[src/rtl/ddr_cmd_timing_monitor.sv]
// Passive DDR command-bus monitor: tracks per-bank open state and tRCD/tRP/tRAS/tRFC windows,
// reporting each violation as a registered one-cycle event with sticky flags and a saturating count.
module ddr_cmd_timing_monitor #(
   parameter int unsigned BANK_WIDTH    = 3,
   parameter int unsigned ROW_WIDTH     = 14,
   parameter int unsigned T_RCD         = 4,
   parameter int unsigned T_RP          = 4,
   parameter int unsigned T_RAS         = 12,
   parameter int unsigned T_RFC         = 52,
   parameter int unsigned TMR_WIDTH     = 8,
   parameter int unsigned ERR_CNT_WIDTH = 16
) (
   input  logic                         clk,
   input  logic                         rst_n,
   input  logic                         mon_en,
   input  logic                         clr,
   input  logic                         ddr_cke,
   input  logic                         ddr_cs_n,
   input  logic                         ddr_ras_n,
   input  logic                         ddr_cas_n,
   input  logic                         ddr_we_n,
   input  logic [BANK_WIDTH-1:0]        ddr_ba,
   input  logic [ROW_WIDTH-1:0]         ddr_a,
   output logic                         viol_valid,
   output logic [2:0]                   viol_code,
   output logic [BANK_WIDTH-1:0]        viol_bank,
   output logic [6:0]                   viol_flags,
   output logic [ERR_CNT_WIDTH-1:0]     err_count,
   output logic [(2**BANK_WIDTH)-1:0]   bank_open
);

   localparam int unsigned NUM_BANKS = 2**BANK_WIDTH;
   localparam logic [TMR_WIDTH-1:0] RCD_LD = TMR_WIDTH'(T_RCD - 1);
   localparam logic [TMR_WIDTH-1:0] RP_LD  = TMR_WIDTH'(T_RP - 1);
   localparam logic [TMR_WIDTH-1:0] RAS_LD = TMR_WIDTH'(T_RAS - 1);
   localparam logic [TMR_WIDTH-1:0] RFC_LD = TMR_WIDTH'(T_RFC - 1);

   logic [TMR_WIDTH-1:0]     rcd_q [NUM_BANKS];
   logic [TMR_WIDTH-1:0]     rcd_d [NUM_BANKS];
   logic [TMR_WIDTH-1:0]     rp_q  [NUM_BANKS];
   logic [TMR_WIDTH-1:0]     rp_d  [NUM_BANKS];
   logic [TMR_WIDTH-1:0]     ras_q [NUM_BANKS];
   logic [TMR_WIDTH-1:0]     ras_d [NUM_BANKS];
   logic [TMR_WIDTH-1:0]     rfc_q, rfc_d;
   logic [NUM_BANKS-1:0]     open_q, open_d;
   logic                     viol_valid_q, viol_valid_d;
   logic [2:0]               viol_code_q, viol_code_d;
   logic [BANK_WIDTH-1:0]    viol_bank_q, viol_bank_d;
   logic [6:0]               viol_flags_q, viol_flags_d;
   logic [ERR_CNT_WIDTH-1:0] err_count_q, err_count_d;

   logic                     cmd_sel, is_act, is_rw, is_pre, is_ref, cmd_dec, pre_all;
   logic [2:0]               rcw;
   logic [6:0]               hit;
   logic                     pre_found;
   logic [BANK_WIDTH-1:0]    pre_bank;
   logic [2:0]               code_c;
   logic                     unused_addr;

   // Only a[10] matters; the rest of the address bus is observed but ignored.
   assign unused_addr = ^ddr_a;

   assign cmd_sel = ddr_cke && !ddr_cs_n;
   assign rcw     = {ddr_ras_n, ddr_cas_n, ddr_we_n};
   assign is_act  = cmd_sel && (rcw == 3'b011);
   assign is_rw   = cmd_sel && ((rcw == 3'b101) || (rcw == 3'b100));
   assign is_pre  = cmd_sel && (rcw == 3'b010);
   assign is_ref  = cmd_sel && (rcw == 3'b001);
   assign cmd_dec = is_act || is_rw || is_pre || is_ref;
   assign pre_all = is_pre && ddr_a[10];

   function automatic logic [TMR_WIDTH-1:0] tmr_dec(input logic [TMR_WIDTH-1:0] t);
      return (t == '0) ? '0 : t - TMR_WIDTH'(1);
   endfunction

   // Next-state: timers, bank state, violation detection and reporting
   always_comb begin
      for (int unsigned b = 0; b < NUM_BANKS; b++) begin
         rcd_d[b] = tmr_dec(rcd_q[b]);
         rp_d[b]  = tmr_dec(rp_q[b]);
         ras_d[b] = tmr_dec(ras_q[b]);
      end
      rfc_d        = tmr_dec(rfc_q);
      open_d       = open_q;
      hit          = '0;
      pre_found    = 1'b0;
      pre_bank     = '0;
      code_c       = '0;
      viol_valid_d = 1'b0;
      viol_code_d  = '0;
      viol_bank_d  = '0;
      viol_flags_d = viol_flags_q;
      err_count_d  = err_count_q;

      // Precharge closes each targeted open bank; the lowest early one is the reported bank
      for (int unsigned b = 0; b < NUM_BANKS; b++) begin
         if (is_pre && (pre_all || (ddr_ba == BANK_WIDTH'(b))) && open_q[b]) begin
            rp_d[b]   = RP_LD;
            open_d[b] = 1'b0;
            if ((ras_q[b] != '0) && !pre_found) begin
               pre_found = 1'b1;
               pre_bank  = BANK_WIDTH'(b);
            end
         end
      end
      if (is_act) begin
         rcd_d[ddr_ba]  = RCD_LD;
         ras_d[ddr_ba]  = RAS_LD;
         open_d[ddr_ba] = 1'b1;
      end
      if (is_ref) begin
         rfc_d = RFC_LD;
      end

      hit[0] = is_rw && (rcd_q[ddr_ba] != '0);
      hit[1] = is_act && (rp_q[ddr_ba] != '0);
      hit[2] = pre_found;
      hit[3] = cmd_dec && (rfc_q != '0);
      hit[4] = is_act && open_q[ddr_ba];
      hit[5] = is_rw && !open_q[ddr_ba];
      hit[6] = is_ref && (|open_q);

      // Lowest code wins: scan downwards so the last assignment is the lowest hit
      for (int c = 6; c >= 0; c--) begin
         if (hit[c]) begin
            code_c = 3'(c + 1);
         end
      end

      if (clr) begin
         viol_flags_d = '0;
         err_count_d  = '0;
      end
      if (mon_en && (hit != '0)) begin
         viol_valid_d = 1'b1;
         viol_code_d  = code_c;
         case (code_c)
            3'd3:       viol_bank_d = pre_bank;
            3'd4, 3'd7: viol_bank_d = '0;
            default:    viol_bank_d = ddr_ba;
         endcase
         viol_flags_d = viol_flags_d | hit;
         if (err_count_d != '1) begin
            err_count_d = err_count_d + ERR_CNT_WIDTH'(1);
         end
      end
   end

   always_ff @(posedge clk or negedge rst_n) begin
      if (!rst_n) begin
         for (int unsigned b = 0; b < NUM_BANKS; b++) begin
            rcd_q[b] <= '0;
            rp_q[b]  <= '0;
            ras_q[b] <= '0;
         end
         rfc_q        <= '0;
         open_q       <= '0;
         viol_valid_q <= 1'b0;
         viol_code_q  <= '0;
         viol_bank_q  <= '0;
         viol_flags_q <= '0;
         err_count_q  <= '0;
      end else begin
         for (int unsigned b = 0; b < NUM_BANKS; b++) begin
            rcd_q[b] <= rcd_d[b];
            rp_q[b]  <= rp_d[b];
            ras_q[b] <= ras_d[b];
         end
         rfc_q        <= rfc_d;
         open_q       <= open_d;
         viol_valid_q <= viol_valid_d;
         viol_code_q  <= viol_code_d;
         viol_bank_q  <= viol_bank_d;
         viol_flags_q <= viol_flags_d;
         err_count_q  <= err_count_d;
      end
   end

   assign viol_valid = viol_valid_q;
   assign viol_code  = viol_code_q;
   assign viol_bank  = viol_bank_q;
   assign viol_flags = viol_flags_q;
   assign err_count  = err_count_q;
   assign bank_open  = open_q;

endmodule

[config.mk]
export PLATFORM = sky130hd
export DESIGN_NAME = ddr_cmd_timing_monitor
export DESIGN_NICKNAME = d
export VERILOG_FILES = /design/src/rtl/ddr_cmd_timing_monitor.sv
export SDC_FILE = /design/constraint.sdc
export NUM_CORES = 1
export LEC_CHECK = 0
export BUFFER_PORTS_ARGS = -buffer_cell sky130_fd_sc_hd__buf_4
export CAP_MARGIN = 20
export CORE_ASPECT_RATIO = 1.1
export CORE_MARGIN = 2
export CORE_UTILIZATION = 30
export CTS_CLUSTER_SIZE = 30
export DETAILED_ROUTE_END_ITERATION = 10
export PLACE_DENSITY = 0.51
export SKIP_LAST_GASP = 1
export SLEW_MARGIN = 20
export SYNTH_ARGS = -nofsm -noshare
export SYNTH_HDL_FRONTEND = slang
export SYNTH_SLANG_ARGS = --single-unit
[constraint.sdc]
create_clock -name clk -period 3.1 [get_ports clk]
set_clock_uncertainty 0.05 [all_clocks]
set_input_delay 0.62 -clock clk [delete_from_list [all_inputs] [get_ports clk]]
set_output_delay 0.62 -clock clk [all_outputs]
set_load 0.01 [all_outputs]
Yosys cells after proc, flatten, opt, wreduce, memory -nomap -nowiden
Cells that the tools add are included.

operators by class
  $lt $le $gt $ge = 4
  reduce and logical (&&, ||, !) cells = 99
  bitwise logic cells = 9
  multiplexer cells = 103
  equal/unequal tests = 16
  $add $sub $neg = 26

operator list
  kind                   count
  $mux 8                 40
  $logic_not 8->1        25
  $sub 8x1->8 const B    25
  $mux 64                2
  $reduce_bool 8->1      11
  $mux 3                 21
  $and 48x48->48         1
  $bmux 8 s3             2
  $mux 16                3
  $not 48->48            1
  $and 40x40->40         1
  $not 40->40            1
  $logic_and 1x1->1      38
  $mux 1                 29
  $demux 8 s3            1
  $eq 3x3->1 const B     8
  $or 24x24->24          1
  $add 16x1->16 const B  1
  $ne 16x16->1 const B   1
  $or 16x16->16          1
  $eq 3x2->1 const B     5
  $mux 7                 2
  $logic_or 1x1->1       12
  $logic_not 1->1        9
  15 further kinds       16

storage, ports and cells
  output and inout port bits = 38
  flip-flop bits (word level) = 238
  logic and storage cells = 288
  bits of input ports = 26

Depth between registers and ports, before layout
Gate-level depths: netlist of the first run.

  depth in word-level cells = 43
  gate-level depth with buffers = 11
  mapped depth without buffers = 9

Least setup slack after synthesis of the first run
Ideal clock, no wire load.

  path type = input -> register
  start point = input ddr_ba[0]
  end point = register err_count_q[1], in the netlist err_count[1]
  arrival = 2.753 ns
  stages = 9
  data required time = 2.925 ns
  path slack = 0.172 ns
  setup time = 0.125 ns
  buffers on the path = 2
  path through = buf_2 > or4_1 > nor4_2 > a311oi_1 > o41a_1 > a2111oi_4 > buf_6 > nor2_2 > mux2_4

on the way
  word-level cells in the longest chain between the ends = 36

RTL lines
  what                             RTL line  source
  from (decl)                      22        input logic [BANK_WIDTH-1:0] ddr_ba,
  $logic_not 3->1                  97        if (is_pre && (pre_all || (ddr_ba == BANK_WIDTH'(b))) && open_q[b]) begin
  $logic_or 1x1->1                 97
  $logic_and 1x1->1 (2 in series)  97
  $mux 1                           97
  $logic_not 1->1                  100       if ((ras_q[b] != '0) && !pre_found) begin
  $logic_and 1x1->1                100
  $mux 1                           100
  $mux 1                           97
  [... 20 more ...]                -
  $logic_not 1->1                  100
  $logic_and 1x1->1                100
  $mux 1                           100
  $mux 1                           97
  $reduce_bool 7->1 (*)            134       if (mon_en && (hit != '0)) begin
  $logic_and 1x1->1 (*)            134
  $mux 16 (*)                      134
  net err_count_d[1]               50        logic [ERR_CNT_WIDTH-1:0] err_count_q, err_count_d;
  to (signal assigned)             175       err_count_q <= err_count_d;
  to (decl)                        50

Mark *: on every way through the listed nets, which the timed path passes. The rest lies on a longest branch. The select of a mux whose other input is x is not followed.

Worst setup path after layout of the first run
  start point = register open_q[1], in the netlist bank_open[1]
  end point = register err_count_q[1], in the netlist err_count[1]

on the way
  word-level cells in the longest chain between the ends = 29

RTL lines
  what                    RTL line  source
  from (decl)             45        logic [NUM_BANKS-1:0] open_q, open_d;
  from (signal assigned)  170       open_q <= open_d;
  $logic_and 1x1->1       97
  $mux 1                  97
  $logic_not 1->1         100
  $logic_and 1x1->1       100
  $mux 1                  100
  $mux 1                  97
  $logic_not 1->1         100
  $logic_and 1x1->1       100
  [... 14 more ...]       -
  $logic_not 1->1         100
  $logic_and 1x1->1       100
  $mux 1                  100
  $mux 1                  97
  $reduce_bool 7->1 (*)   134
  $logic_and 1x1->1 (*)   134
  $mux 16 (*)             134
  net err_count_d[1]      50

Marked as above.

==> results of run 1 <==
## area by class of cell
cell class / count / area [um2] / share of cell area [%]
Sequential cell: 238 / 5956 / 41.24
Multi-Input combinational cell: 909 / 5674 / 39.29
Timing Repair Buffer: 119 / 953.4 / 6.602
Clock buffer: 39 / 843.3 / 5.840
Tap cell: 507 / 634.4 / 4.393
Inverter: 68 / 255.2 / 1.767
Clock inverter: 9 / 122.6 / 0.8491
Antenna cell: 1 / 2.502 / 0.01733
## cells by family after synthesis
| kind of cell | Yosys count |
|---|---|
| muxes | 8 |
| buffers and inverters | 84 |
| DFF | 238 |
| adders and majority gates | 51 |
| and+or+nand+nor | 547 |
| AOI/OAI and AO/OA | 163 |
| xor gates and xnor gates | 140 |
## report_power, final
| part | total (W) | internal, W | leakage, nW | switching [W] |
|---|---|---|---|---|
| Clock | 0.00343 | 0.00212 | 0.479 | 0.00130 |
| Sequential | 0.00572 | 0.00447 | 2.92 | 0.00125 |
| Combinational | 0.00407 | 0.00196 | 3.06 | 0.00211 |
## sequential cells by signal (all words and copies together), names as in the netlist
register    count
bank_open       8
err_count      16
ras_q          64
rcd_q          64
rfc_q           8
rp_q           64
viol_bank       3
viol_code       3
viol_flags      7
viol_valid      1
## layer usage
metal / part of all wire (%) / GRT usage [%] / up-vias / wire length (um)
met2: 47 / 23.54 / 101 / 13030
met5: 0 / 0 / - / 0
met3: 4.0 / 2.265 / 47 / 1099
met4: 2.9 / 4.934 / 0 / 795
met1: 46 / 17.82 / 4335 / 12770
li1: - / - / 4495 / -
## worst max path at each step
stage | from | endpoint | cells after the start
3_3_place_gp | ddr_ba[0] | err_count[1] | 9
3_5_place_dp | ddr_ba[0] | viol_bank[1] | 9
2_1_floorplan | ddr_ba[0] | err_count[1] | 9
4_1_cts | rcd_q[35] | err_count[1] | 9
5_1_grt | bank_open[1] | viol_bank[2] | 8
6_report | bank_open[1] | err_count[1] | 8
## worst max-delay path, stage by stage, from the launching register on
cell and delay (ns):
dfrtp_1 0.39, or4_1 0.60, o2111ai_1 0.32, o21ai_1 0.15, or3b_4 0.44, a2111oi_4 0.25
buf_12 0.21, nor2_2 0.07, mux2_4 0.29
## placed cells by master (no fill, tap or decap), drive strengths merged, types with 11 or more instances in the layout
master | netlist | layout
nand2 | 97 | 97
dfrtp | 238 | 238
or3 | 13 | 13
nor4 | 25 | 25
nor2 | 212 | 212
nand4 | 11 | 11
nor3 | 57 | 57
clkbuf | 6 | 39
and3 | 17 | 17
ha | 51 | 51
a21oi | 27 | 27
xor2 | 58 | 58
nand3 | 32 | 32
buf | 10 | 118
o21ai | 76 | 76
inv | 68 | 68
nand2b | 17 | 17
xnor2 | 82 | 82
## what timing repair did
action / 4_1_cts / 5_1_grt
buffers inserted: 0 / 0
endpoints found under the hold margin: 24 / 0
hold buffers: 1 / 0
endpoints found under the setup margin: 0 / 8
gates resized for setup: 0 / 1
## per-stage QoR
| stage | worst slack (ns) | total power [W] | area (um2) | util [%] |
|---|---|---|---|---|
| floorplan | 0.1716 | 0.008705 | 11960 | - |
| global placement | 0.04288 | 0.009736 | 13460 | 34.26 |
| detailed placement | 0.01942 | 0.009847 | 13460 | 34.26 |
| CTS | 0.1473 | 0.01340 | 14430 | 36.75 |
| global route | 0.03469 | 0.01440 | 14440 | 36.77 |
| finish | 0.2014 | 0.01321 | 14440 | 36.77 |
==> run metrics, run 1 <==
status=complete, but fails checks; failing checks=DRC; top cell type's share of synthesized area=49.80%; WL final=27.69 mm; Arr. time, crit path=3.29 ns; drt wl/cell=14.65 um; Leak=6.462 nW; Clk pin slew, worst setup/hold paths=0.06 ns; Ys Warns=0; I/O pin count=64; measured slew at the worst slew-check pin=0.5908 ns; terminus of the critical flop-to-flop path=err_count[1]; core area=39270 um2; CP required=3.49 ns; CTS H-Tree Depth=1; Min Hold Slack=0.2949 ns; Net count, final=1441; num rows=76; first-pass GRT wire length=46.69 mm; RSZ-0062 raised after global routing=no; Starting Density=30.45%; share of cells above drive strength 1=13.02%; VDD IR max=0.4971 mV; Die X=194.4 um; largest net degree at the start of global routing=68; # DRC=2; DR iter-0 viols=454; Achievable Freq=345.0 MHz; r2r setup slk=0.20 ns; Die Area=41480 um2; post-synthesis sequential area ratio=49.80%; dpl cells=1840; Syn Nets=1308; Critical Path Start Type=flip-flop; post-synthesis compound-gate area fraction=8.536%; Port Buffers=50; EDFF count, synth=0; synth cell count leaders=dfrtp_1 (238), nor2_1 (211), nand2_1 (97), xnor2_1 (82), o21ai_0 (74); post-synthesis xor/xnor area fraction=10.25%; Simple-Gate Fraction of Synth Area=22.53%; area grow syn2layout=20.75%; CTS tree=done; Reg2Reg Depth=8; fillers=3905; mux share of post-synthesis cell area=0.7323%; clock root cell=clkbuf_16; min-delay worst type=in -> reg; via count=8978; synthesized area=11960 um2; Clock Latency Late Sink=0.55 ns; Slew Viols, Final=0; Hold Startpoint=clr; WS Path Type=reg -> reg; Worst Hold Endpoint=err_count[13]; largest buffer count on any clock path=3; Max FO, Critical Path=23; Detail Placement HPWL=20.14 mm; DIE HEIGHT=213.4 um; syn avg cell area=9.716 um2; Worst slew margin=60.20%; TNS Setup=0 ns; largest area contributor in the netlist=dfrtp_1; maxcap violations=0; period utilisation layout=93.50%; Non-Filler Instances=1890; worst hold stages=2; Yosys cell types=70; via-per-instance ratio=4.750; total congestion overflow=0; clk sinks=238; cts bufs inserted=28; initial antenna violation count=1; ys flop type=dfrtp_1; Synth area leaders=dfrtp_1 (50%), nor2_1 (6.6%), xnor2_1 (6.0%); Post-synth ARST share=100.0%; Final setup viols=0; largest family of logic cells by synthesized area=simple AND/OR/NAND/NOR gates; Total GRT Usage=13.80%; Synth Area in Adders=5.335%; most frequent cell after synthesis=dfrtp_1; fin crit period=2.899 ns; Yosys reg bits=238; P per Cell Area=915.0 nW/um2; worst r2r src=bank_open[1]; RePlAce Congestion=0.7825; Fin. Hold Viols=0; synthesized instance count=1231; ANT nets after route=0; DRT Pass-1 Iters=8; vias in the first global route=9162; Critical Path End Type=flip-flop
Note: power is estimated with default switching activity, not from simulation.
==> run 2, diff against run 1 <==
- CORE_UTILIZATION: 30 -> 60
- PLACE_DENSITY: 0.51 -> 0.84
==> run metrics, run 2 (synthesis gave the netlist of run 1 again) <==
cell area after placement=13010 um2; drt wl/cell=16.36 um; status=complete, no violations; Slew Viols, Final=0; Fin. Hold Viols=0; diode count=0; WL final=26.41 mm; measured slew at the worst slew-check pin=0.7225 ns; DIE HEIGHT=152.1 um; # DRC=0; RSZ-0062 raised after global routing=no; cts bufs inserted=25; largest registers=ras_q x64, rcd_q x64, rp_q x64; WS Path Type=reg -> reg; Net count, final=1421; largest net degree at the start of global routing=96; I/O pin count=64; Finished Cell Area=13880 um2; clock root cell=clkbuf_16; CTS tree=done; Clk pin slew, worst setup/hold paths=0.06 ns; total congestion overflow=0; share of cells above drive strength 1=11.75%; Detail Placement HPWL=18.37 mm; num rows=54; PostCTS Resize Cnt=0; Critical Path End Type=flip-flop; initial antenna violation count=0; vias in the first global route=9206; Clock Latency Late Sink=0.52 ns; Final setup viols=0; Worst slew margin=51.84%; fillers=1372; Die Area=21080 um2; CTS H-Tree Depth=1; DR iter-0 viols=597; largest buffer count on any clock path=3; Starting Density=60.83%; Arr. time, crit path=3.29 ns; CTS Hold Buffers Added=0; RePlAce Congestion=0.9151; Leak=6.324 nW; area grow syn2layout=16.05%; ANT nets after route=0; Die X=138.6 um; fin crit period=2.926 ns; VDD IR max=0.6284 mV; Critical Path Start Type=flip-flop; commonest non-fill, non-tap cells in the layout=dfrtp_1 (238), nor2_1 (211), buf_4 (98); commonest non-fill, non-tap cell in the layout=dfrtp_1; Total Power=0.01314 W; Max FO, Critical Path=11; via count=9392; core area=19660 um2; period utilisation layout=94.38%; Port Buffers=50; Total GRT Usage=25.12%; via-per-instance ratio=5.819; TNS Setup=0 ns; maxcap violations=0; P per Cell Area=947.0 nW/um2; first-pass GRT wire length=44.32 mm; Achievable Freq=341.8 MHz; register area=5956 um2; Multi-input gate area=5668 um2; Min Hold Slack=0.09276 ns; CP required=3.46 ns; min-delay worst type=in -> async; clk sinks=238; DRT Pass-1 Iters=5; postcts setup bufs=0
-- run 2: worst paths after layout --
kind	start	to	slack, ns	cells after the start
setup / recovery	bank_open[1]	err_count[15]	0.17	9
hold / removal	rst_n	ras_q[38]	0.09	1
setup reg to reg	bank_open[1]	err_count[15]	0.17	9
hold reg to reg	viol_flags[4]	viol_flags[4]	0.46	1
max in group asynchronous	rst_n	ras_q[24]	2.22	2
min in group clk	clr	err_count[14]	0.31	2
-- run 2: where the power goes --
| group | leakage, nW | internal, W | switching [W] |
|---|---|---|---|
| Combinational | 2.98 | 0.00194 | 0.00226 |
| Sequential | 2.92 | 0.00447 | 0.00130 |
| Clock | 0.432 | 0.00194 | 0.00123 |
| Total | 6.32 | 0.00835 | 0.00479 |
-- run 2: critical path, cell delays in order, from the launching register on --
cell,delay (ns)
dfrtp_1,0.44
or4_1,0.61
o2111ai_1,0.29
o21ai_1,0.17
or3b_4,0.44
a2111oi_4,0.19
buf_4,0.24
buf_4,0.16
nor3_1,0.05
o21a_1,0.16
-- run 2: cell type report --
type | count | share of cell area (%)
flip-flops and latches | 238 | 42.91
multi-input cells | 909 | 40.84
clock inverters | 16 | 1.542
clock buffers | 29 | 4.760
well taps | 252 | 2.272
repair buffers | 102 | 5.842
inverters | 68 | 1.839
-- run 2: routing by layer --
layer	GRT usage [%]	routed length [um]	vias up	share of wire, %
met3	3.435	1436	56	5.4
met5	0	0	-	0
li1	-	-	4452	-
met1	33.58	11220	4614	42
met4	8.754	781	0	3.0
met2	42.62	12980	270	49
-- run 2: through the flow --
step	setup slack, ns	instances	utilization (%)
after global placement	0.008228	1569	66.14
after global routing	0.05358	1614	70.59
after detailed placement	-0.004799	1569	66.14
final	0.1743	1614	70.59
after floorplan	0.1716	1231	-
after CTS	0.2179	1614	70.59
==> run 3, diff against run 2 <==
- SETUP_SLACK_MARGIN: unset -> 0.4
==> run metrics, run 3 (synthesis gave the netlist of run 1 again) <==
critical-path cell list=or3_4, nor4_4, a311oi_2, o41a_1, a2111oi_4, buf_6, buf_12, nor2_4, mux2_4; vias in the first global route=9679; Top Family by Delay on Critical Path=compound AO/OA/AOI/OAI gates; fin crit period=2.759 ns; CP required=3.46 ns; Flop pwr share=43.6%; TNS Setup=0 ns; Achievable Freq=362.5 MHz; Fin. Hold Viols=0; Die X=138.6 um; slowest cell delay on critical path=0.44 ns; initial antenna violation count=0; largest registers=ras_q x64, rcd_q x64, rp_q x64; Final setup viols=0; critical path endpoint=err_count[1]; cts bufs inserted=26; largest net degree at the start of global routing=82; ANT nets after route=0; largest buffer count on any clock path=3; Switching Fraction=36.95%; pre-CTS setup slack=0.04252 ns; DRT Pass-1 Iters=6; r2r setup slk=0.34 ns; WL final=27.93 mm; part of the power in combinational logic=33.5%; period utilisation layout=88.99%; Int Power=0.008385 W; Worst slew margin=54.31%; Net count, final=1444; Total GRT Usage=26.17%; Starting Density=60.83%; # DRC=0; num rows=54; P per Cell Area=929.9 nW/um2; fin worst setup slack=0.3413 ns; NetSw=0.004913 W; share of cells above drive strength 1=15.45%; Slew Viols, Final=0; commonest non-fill, non-tap cell in the layout=dfrtp_1; Clk pin slew, worst setup/hold paths=0.06 ns; CTS Hold Buffers Added=0; min-delay worst type=in -> async; Arr. time, crit path=3.12 ns; CTS tree=done; DIE HEIGHT=152.1 um; first-pass GRT wire length=46.28 mm; Critical path origin=rp_q[56]; Reg2Reg Depth=9; core area=19660 um2; slowest stage cell, crit path=or3_4; commonest non-fill, non-tap cells in the layout=dfrtp_1 (237), nor2_1 (209), buf_4 (115); fillers=1275; via count=9529; Worst path depth=9; Critical Path Start Type=flip-flop; status=complete, no violations; Port Buffers=50; drt wl/cell=17.06 um; Die Area=21080 um2; via-per-instance ratio=5.821; Critical Path End Type=flip-flop; CTS H-Tree Depth=1; worst r2r src=rp_q[56]; CP Buf/Inv Count=2; diode count=0; Detail Placement HPWL=18.36 mm; terminus of the critical flop-to-flop path=err_count[1]; clock group share of total power=22.9%; Leak=6.475 nW; clock root cell=clkbuf_16; VDD IR max=0.9900 mV; DR iter-0 viols=733; total congestion overflow=0; RePlAce Congestion=0.8357; measured slew at the worst slew-check pin=0.6854 ns; Max FO, Critical Path=6; maxcap violations=0; Clock Latency Late Sink=0.52 ns; clk sinks=238; WS Path Type=reg -> reg; area grow syn2layout=19.56%; RSZ-0062 raised after global routing=yes; I/O pin count=64
[run 3: metrics by stage]
step                total power [W]  hold WS [ns]  utilization [%]  cell area [um2]  cells
floorplan                  0.008715        0.2744                -            11990   1231
global placement           0.009551        0.4310            66.33            13040   1572
detailed placement         0.009892        0.4384            66.33            13040   1572
CTS                         0.01318       0.06763            71.76            14110   1628
global route                0.01423       0.09115            72.73            14300   1637
finish                      0.01330       0.03543            72.73            14300   1637
[run 3: final cells by class]
class,count,area (um2),share of cell area [%]
clock inverter,8,71.32,0.4987
timing repair buffer,124,1041,7.280
sequential,238,5957,41.66
inverter,68,255.2,1.785
multi-input combinational,909,5883,41.14
tap,252,315.3,2.205
clock buffer,38,777.0,5.434
[run 3: how the worst min path moves through the flow]
stage,from,to,cells past startpoint
3_3_place_gp,rp_q[56],rp_q[56],1
6_report,rst_n,ras_q[36],1
4_1_cts,rst_n,ras_q[46],1
3_5_place_dp,viol_flags[6],viol_flags[6],1
5_1_grt,rst_n,ras_q[36],1
2_1_floorplan,rst_n,bank_open[0],0
[run 3: timing repair]
action                     CTS  global route
resized for setup           17            28
setup endpoints to repair   21            22
setup buffers                8             8
pin swaps                    6            13
cloned                       2             1
[run 3: power by group through the flow]
stage / clock network, W / registers, W / logic, W
final: 0.00304 / 0.00580 / 0.00445
after global placement: 0 / 0.00568 / 0.00387
after floorplan: 0 / 0.00547 / 0.00324
after detailed placement: 0 / 0.00574 / 0.00416
after CTS: 0.00307 / 0.00574 / 0.00437
after global routing: 0.00320 / 0.00597 / 0.00506
[run 3: routing by layer]
metal | GRT usage [%] | share of wire, %
met2 | 45.05 | 49
met5 | 0 | 0
met3 | 3.908 | 5.9
met4 | 7.504 | 2.8
met1 | 34.91 | 42
